File: src/rtl/triple_port_register_file.sv
// Three-read, one-write register bank with registered read ports and a saturating write counter.
// Build option: define REGFILE_BYPASS_EN for write-first forwarding on same-edge address collisions.

module triple_port_register_file #(
  parameter int unsigned DataW = 8,
  parameter int unsigned Depth = 16
) (
  input  logic             clk,
  input  logic             rst,
  input  logic             read_en_i,
  input  logic [3:0]       read_reg1_i,
  input  logic [3:0]       read_reg2_i,
  input  logic [3:0]       read_reg3_i,
  input  logic             write_en_i,
  input  logic [3:0]       write_reg_i,
  input  logic [DataW-1:0] write_data_i,
  output logic [DataW-1:0] read_data1_o,
  output logic [DataW-1:0] read_data2_o,
  output logic [DataW-1:0] read_data3_o,
  output logic             read_valid_o,
  output logic [4:0]       write_count_o,
  output logic             all_written_o
);

  localparam int unsigned NumPorts = 3;
  localparam logic [4:0]  CountMax = 5'(Depth);

  logic [DataW-1:0] mem_q [Depth];
  logic [DataW-1:0] mem_d [Depth];
  logic [DataW-1:0] rd_q  [NumPorts];
  logic [DataW-1:0] rd_d  [NumPorts];
  logic [3:0]       raddr [NumPorts];
  logic             valid_q, valid_d;
  logic [4:0]       count_q, count_d;

  assign raddr[0] = read_reg1_i;
  assign raddr[1] = read_reg2_i;
  assign raddr[2] = read_reg3_i;

  always_comb begin
    mem_d = mem_q;
    if (write_en_i) begin
      mem_d[write_reg_i] = write_data_i;
    end
  end

  // Read ports sample the pre-write array; the bypass build overrides with incoming data.
  always_comb begin
    rd_d    = rd_q;
    valid_d = read_en_i;
    if (read_en_i) begin
      for (int p = 0; p < NumPorts; p++) begin
        rd_d[p] = mem_q[raddr[p]];
`ifdef REGFILE_BYPASS_EN
        if (write_en_i && (write_reg_i == raddr[p])) begin
          rd_d[p] = write_data_i;
        end
`endif
      end
    end
  end

  always_comb begin
    count_d = count_q;
    if (write_en_i && (count_q != CountMax)) begin
      count_d = count_q + 5'd1;
    end
  end

  always_ff @(posedge clk or posedge rst) begin
    if (rst) begin
      for (int i = 0; i < Depth; i++) begin
        mem_q[i] <= '0;
      end
      for (int p = 0; p < NumPorts; p++) begin
        rd_q[p] <= '0;
      end
      valid_q <= 1'b0;
      count_q <= 5'd0;
    end else begin
      mem_q   <= mem_d;
      rd_q    <= rd_d;
      valid_q <= valid_d;
      count_q <= count_d;
    end
  end

  assign read_data1_o  = rd_q[0];
  assign read_data2_o  = rd_q[1];
  assign read_data3_o  = rd_q[2];
  assign read_valid_o  = valid_q;
  assign write_count_o = count_q;
  assign all_written_o = (count_q == CountMax);

endmodule
File: config.mk
export PLATFORM = sky130hd
export DESIGN_NAME = triple_port_register_file
export DESIGN_NICKNAME = d
export VERILOG_FILES = /design/src/rtl/triple_port_register_file.sv
export SDC_FILE = /design/constraint.sdc
export NUM_CORES = 1
export LEC_CHECK = 0
export CORE_MARGIN = 2
export CORE_UTILIZATION = 60
export DETAILED_ROUTE_END_ITERATION = 10
export GPL_TIMING_DRIVEN = 0
export PLACE_DENSITY_LB_ADDON = 0.08
export REMOVE_ABC_BUFFERS = 1
export SYNTH_ARGS = -nofsm -noshare
export SYNTH_HDL_FRONTEND = slang
export SYNTH_SLANG_ARGS = --single-unit
File: constraint.sdc
create_clock -name clk -period 7.1 [get_ports clk]
set_input_delay 1.42 -clock clk [delete_from_list [all_inputs] [get_ports clk]]
set_output_delay 1.42 -clock clk [all_outputs]
set_load 0.02 [all_outputs]
======== After elaboration in Yosys (flattened, before gate mapping) ========
Cells that the tools add are included.
cells by class
  $add $sub $neg .......................... 1
  order comparisons ....................... 5
  equal/unequal tests ..................... 2
  multiplexer cells ....................... 12
  bitwise gates (word level) .............. 4
  reduce and logical (&&, ||, !) cells .... 2
operators by type and width
  cell                                                         number
  bitwise mux 128 bit                                          1
  binary-select mux 8 bit (select 4 bit)                       3
  2-to-1 mux 8 bit                                             7
  demux 8 bit (select 4 bit)                                   1
  greater-or-equal comparator 5 bit (second input constant)    4
  inverter 4 -> 5 bit                                          4
  adder 5 x 1 -> 5 bit (second input constant)                 1
  equality test 5 bit (second input constant)                  1
  less-than comparator 5 x 1 -> 1 bit (second input constant)  1
  inequality test 5 bit (second input constant)                1
  logical AND 1 bit                                            2
storage, ports and cells
  flip-flop bits (word level) ............. 158
  input port bits ......................... 28
  logic and storage cells ................. 47

======== Longest topological paths before layout ========
  depth after elaboration ................. 6
  gate-level depth with buffers ........... 6
  mapped depth without buffers ............ 5

======== Least setup slack after synthesis ========
Ideal clock, no wire load.
  path kind ............................... input to register
  from .................................... input port read_reg2_i[1]
  to ...................................... register rd_q (netlist bit read_data2_o[3])
  arrival ................................. 2.447 ns
  data required time ...................... 6.961 ns
  path slack .............................. 4.514 ns
  stages on the path ...................... 5
  path through ............................ buf_6 -> buf_8 -> mux4_1 -> o22ai_1 -> a221oi_1
on the way
  longest elaborated chain between the ends .. 4
RTL lines
  element                                              RTL line  RTL
  start, declared                                      12        input logic [3:0] read_reg2_i,
  inverter 4 -> 5 bit (implied by the code)            53        rd_d[p] = mem_q[raddr[p]];
  binary-select mux 8 bit (select 4 bit)               53
  2-to-1 mux 8 bit (implied by the code) (2 in a row)  53
  end signal, assigned                                 82        rd_q <= rd_d;
  end, declared                                        30        logic [DataW-1:0] rd_q [NumPorts];
No other way between the ends. The select of a mux whose other input is x is not followed.
A chain may end at the register's enable or synchronous reset.

==> results.tsv <==
metric	value	unit
I/O pin total	59	
DRC viols	0	
Hold Crit Class	reg -> reg	
post-route ant nets	0	
CTS buffer count	17	
Mapped Area	9114	sq um
max-cap violation count	0	
Starting Density	60.62	%
total grt overflow	0	
relative slew slack	10.16	%
Final min period	3.684	ns
post-layout util	67.45	%
most common cell after layout, fill and taps aside	dfrtp_1	
drt total wl	24300	um
# hold bufs at CTS	0	
dpl hpwl	15300	um
multiplexer share of the synthesized area	42.92	%
cells resized by post-CTS repair	0	
fraction of registers with async set/reset	100.0	%
first-pass GRT wire length	37230	um
Starting DRT DRC Count	555	
Die ar.	16190	sq um
H-Tree Level Count	4	
CP Class	in -> reg	
cell breakdown of the critical path	clkdlybuf4s50_1, nor3b_2, nor2b_1, mux2_2	
xor and xnor area share after synthesis	0.3844	%
Cells after Synth	582	
M1 GR Usage	45.32	%
TritonCTS clock tree	built	
vias in the first global route	6100	
worst-case clock buffer depth	2	
area share of the leading cell type in the synthesized netlist	43.38	%
GRT busiest layer	met2	
crit path capture type	flop	
largest family of logic cells by synthesized area	multiplexers	
Area growth syn-to-layout	11.26	%
Final Max Tran Viols	0	
CP max stage delay	1.08	ns
adder-cell share of the synthesized area	0.2746	%
DR WL/cell	30.11	um
worst slew pin tran	1.345	ns
slowest CP cell	nor2b_1	
dominant cell type by area after synthesis	dfrtp_1	
GRT Total Usage	32.04	%
DP Worst Slack	2.996	ns
FMAX	271.4	MHz
final estimated routing congestion in global placement	0.8267	
Worst-path clk slew	0.06	ns
M2 GR Usage	48.67	%
Buffers on Ports	58	
synth warn	0	
commonest cells after routing, fill and taps aside	dfrtp_1 (158), mux2_2 (112), mux4_2 (80), clkdlybuf4s50_1 (51), nor2_1 (25)	
Final Hold Fails	0	
RSZ-0062 raised after global routing	false	
count of flip-flops with a built-in enable after synthesis	0	
row cnt	45	
buffers and inverters on the worst path	1	
synthesis-stage register bit count	158	
cell area power density	301.8	nW/um^2
met3 usage	9.087	%
Die Height	127.2	um
proportion of layout cells with a drive suffix above 1	40.45	%
syn_area_per_cell	15.66	sq um
skew final	0.005433	ns
worst path arrival time	4.00	ns
largest delay contributor family on the critical path	simple AND/OR/NAND/NOR gates	
Vias per Instance	7.198	
worst-path fanout max	8	
Worst-Skew Late Latency	0.43	ns
post-synthesis compound-gate area fraction	4.023	%
part of the cycle the worst path needs	51.89	%
NumNets Final	639	
WP data required	7.42	ns
synth top area cells	dfrtp_1 (43%), mux4_2 (20%), mux2_2 (14%)	
Die Wd	127.2	um
setup bufs post-CTS	0	
root buffer cell	clkbuf_16	
via count	5809	
startpoint types	input pin	
distinct cell type count after synthesis	38	
total power	3061	uW
sequential cell area fraction in the yosys report	43.38	%
first drt pass iteration count	5	
status	completed	
Peak VDD IR	0.2075	mV
final hold slack	0.5201	ns
leakage	0.004124	uW
Num Clock Sinks	158	
core area	15030	sq um
Post-synth top flop	dfrtp_1	
pin count of the biggest net entering global routing	98	
post-synthesis simple-gate area fraction	3.885	%
setup ws final	3.416	ns
Final setup viols	0	
initial antenna violation count	1	
[registers in the layout, indices dropped and copies added, names as in the netlist]
| name | flops |
|---|---|
| read_data2_o | 8 |
| mem_q | 128 |
| read_valid_o | 1 |
| write_count_o | 5 |
| read_data1_o | 8 |
| read_data3_o | 8 |
[area by class of cell]
cell class              count  area (sq um)
clock buffers              21         460.4
inverters                   4         20.02
well taps                 188         235.2
flip-flops and latches    158          3954
fillers                  1062          4893
repair buffers             63         660.6
clock inverters             7         115.1
multi-input cells         365          4692
diodes                      1         2.502
[worst paths after layout]
| kind | start | endpoint | slack, ns | cells after the start |
|---|---|---|---|---|
| worst min-delay path | write_count_o[3] | write_count_o[3] | 0.52 | 1 |
| worst max-delay path | write_en_i | mem_q[96] | 3.42 | 4 |
| max in group asynchronous | rst | mem_q[101] | 4.75 | 3 |
| worst max register to register | mem_q[14] | read_data2_o[6] | 5.58 | 3 |
| worst min register to register | write_count_o[3] | write_count_o[3] | 0.52 | 1 |
| min in group asynchronous | rst | write_count_o[3] | 1.55 | 2 |
[stage by stage]
step | instance area (sq um) | TNS (ns) | cells
after global routing | 10140 | 0 | 807
after detailed placement | 9562 | 0 | 778
after CTS | 10140 | 0 | 806
after global placement | 9477 | -73.08 | 773
after floorplan | 8661 | 0 | 527
final | 10140 | 0 | 807
[cell usage after synthesis (2+ instances only)]
master	n
mux2i_1	24
mux2_2	112
nand3b_4	2
buf_8	5
and2_1	3
nor2_1	25
mux4_1	13
a221oi_1	23
nand4_1	2
inv_1	4
nand2b_1	8
buf_2	13
or3_1	2
nor2_2	9
buf_1	4
mux4_4	3
mux4_2	80
buf_4	3
mux2_1	17
clkbuf_1	9
dlygate4sd1_1	3
o22ai_1	24
nand3_1	2
nand2_1	3
dfrtp_1	158
ha_1	2
xnor2_1	4
or2_2	3
buf_6	13
[where the power goes]
group,switching (uW),internal [uW],total [uW]
logic,320,504,824
clock network,351,562,912
registers,209,1110,1320
total,880,2180,3060
[logic make-up (layout without fill, tap and decap cells)]
| logic type | after synthesis | after routing |
|---|---|---|
| buf+inv | 59 | 95 |
| simple gates | 62 | 62 |
| compound gates | 48 | 48 |
| fa+ha+maj | 2 | 2 |
| other cells | 0 | 1 |
| flops | 158 | 158 |
| xor+xnor | 4 | 4 |
| mux | 249 | 249 |
[per-layer routing]
metal | vias up | part of all wire, %
met4 | 0 | 2.6
met2 | 344 | 48
li1 | 2364 | -
met1 | 3051 | 40
met3 | 50 | 9.6
met5 | - | 0
(Power assumes the default switching activity.)
==> RTL change: new RTL, config.mk and constraints unchanged <==
Set the parameter `Depth` to 32 (it was 16).
--- a/src/rtl/triple_port_register_file.sv
+++ b/src/rtl/triple_port_register_file.sv
@@ -5,3 +5,3 @@
   parameter int unsigned DataW = 8,
-  parameter int unsigned Depth = 16
+  parameter int unsigned Depth = 32
 ) (
Behaviour: not the same (Yosys sat finds a counterexample within 4 cycles, from zero or initial values and one cycle with rst high).
==> RTL change against the unedited design <==
- die area shrank 0.81%
- synthesized area shrank 0.84%
- critical endpoint is now all_written_o
- worst setup slack lost 150 ps
- sequential cell count is the same
- power grew 0.21%
- non-clock buffer count grew 2
- wire length shrank 5.0%
- worst hold slack lost 11 ps
- clock power grew 12%
- sequential share of layout area shrank 0.68 points
- largest power group unchanged
- global-route usage shrank 1.2 points
- critical path depth grew 1
- cell area grew 1.8%
==> RTL change: results (changes against the unedited design) <==
Hold Startpoint - write_count_o[4]$_DFFE_PP0P_ (was write_count_o[3]$_DFFE_PP0P_)
placed cell area - 9657 µm² (was 9562 µm²)
status - complete, no violations (unchanged)
R2R Setup Slk - 5200 ps (was 5580 ps)
met2 wire length - 11.48 mm (was 11.56 mm)
Hold EP - write_count_o[4]$_DFFE_PP0P_ (was write_count_o[3]$_DFFE_PP0P_)
Total GRT Usage - 30.88% (was 32.04%)
number of global-route vias before repair - 6075 (was 6100)
met3 GRT Util - 7.043% (was 9.087%)
Seq area share - 38.31% (was 38.99%)
clock buffer count - 19 (was 21)
layout cell share with drive strength beyond 1 - 46.40% (was 40.45%)
Final #Nets - 642 (was 639)
Net Sw Frac - 27.77% (was 28.76%)
Max FO, Critical Path - 5 (was 8)
Netlist cell types - 36 (was 38)
worst r2r dst - write_count_o[1]$_DFFE_PP0P_ (was read_data2_o[6]$_DFFE_PP0P_)
reg2reg path depth - 5 (was 3)
register area share after synthesis - 43.75% (was 43.38%)
Slowest-stage cell, CP - or4b_2 (was nor2b_1)
routed wire length - 23.09 mm (was 24.30 mm)
Filler cells - 976 (was 1062)
routability cong. - 0.8351 (was 0.8267)
Final Skew - 7.558 ps (was 5.433 ps)
global-route wire length before repair - 35.98 mm (was 37.23 mm)
Logic power comb - 764 µW (was 824 µW)
#MultiIn Comb - 366 (was 365)
# diodes - 0 (was 1)
top area cells in the synthesized netlist - dfrtp_1, mux4_2, mux2_2, mux2i_1, a221oi_1 (was dfrtp_1, mux4_2, mux2_2, mux4_1, mux2i_1)
static leakage - 0.004164 µW (was 0.004124 µW)
VDD IR max - 0.1887 mV (was 0.2075 mV)
Multi-input gate area - 4745 µm² (was 4692 µm²)
measured slew at the worst slew-check pin - 1085 ps (was 1345 ps)
-- RTL change: cell types whose count changed after synthesis, moves of 5 or more --
cell / change
buf_4: +16
buf_6: -10
buf_2: -6
mux4_2: +16
mux2_1: -17
buf_8: -5
clkbuf_1: +5
mux4_1: -13
mux2_2: +9
nor2_2: -7
mux2_4: +8
-- RTL change: per-stage QoR --
stage	setup WS (ps)	TNS (ps)	hold slack [ps]	util [%]	instances
5_1_grt	3175	0	542.6	70.47	809
6_report	3262	0	509.0	70.47	809
3_5_place_dp	3100	0	505.2	65.94	777
4_1_cts	3238	0	517.1	70.47	809
3_3_place_gp	-541.6	-83490	480.5	65.04	770
2_1_floorplan	1417	0	508.2	-	528
-- RTL change: worst max-delay path by stage --
stage	end	from	cells past startpoint	slack (ps)
5_1_grt	all_written_o	write_count_o[0]$_DFFE_PP0P_	5	3170
2_1_floorplan	mem_q[128]$_DFFE_PP0P_	rst	1	1420
6_report	all_written_o	write_count_o[0]$_DFFE_PP0P_	5	3260
4_1_cts	all_written_o	write_count_o[0]$_DFFE_PP0P_	5	3240
3_3_place_gp	mem_q[224]$_DFFE_PP0P_	rst	2	-540
3_5_place_dp	mem_q[224]$_DFFE_PP0P_	write_reg_i[1]	4	3100
-- RTL change: cell families (layout without fill, tap and decap cells) --
| family | Yosys count | in the layout | synth area share (%) |
|---|---|---|---|
| multiplexers | 249 | 249 | 42.99 |
| XOR/XNOR | 4 | 4 | 0.3876 |
| adder cells (fa/ha/maj) | 2 | 2 | 0.2768 |
| AO/OA/AOI/OAI | 48 | 48 | 3.987 |
| AND/OR/NAND/NOR | 63 | 63 | 4.860 |
| buffers and inverters | 59 | 101 | 3.752 |
| flip-flops | 158 | 158 | 43.75 |
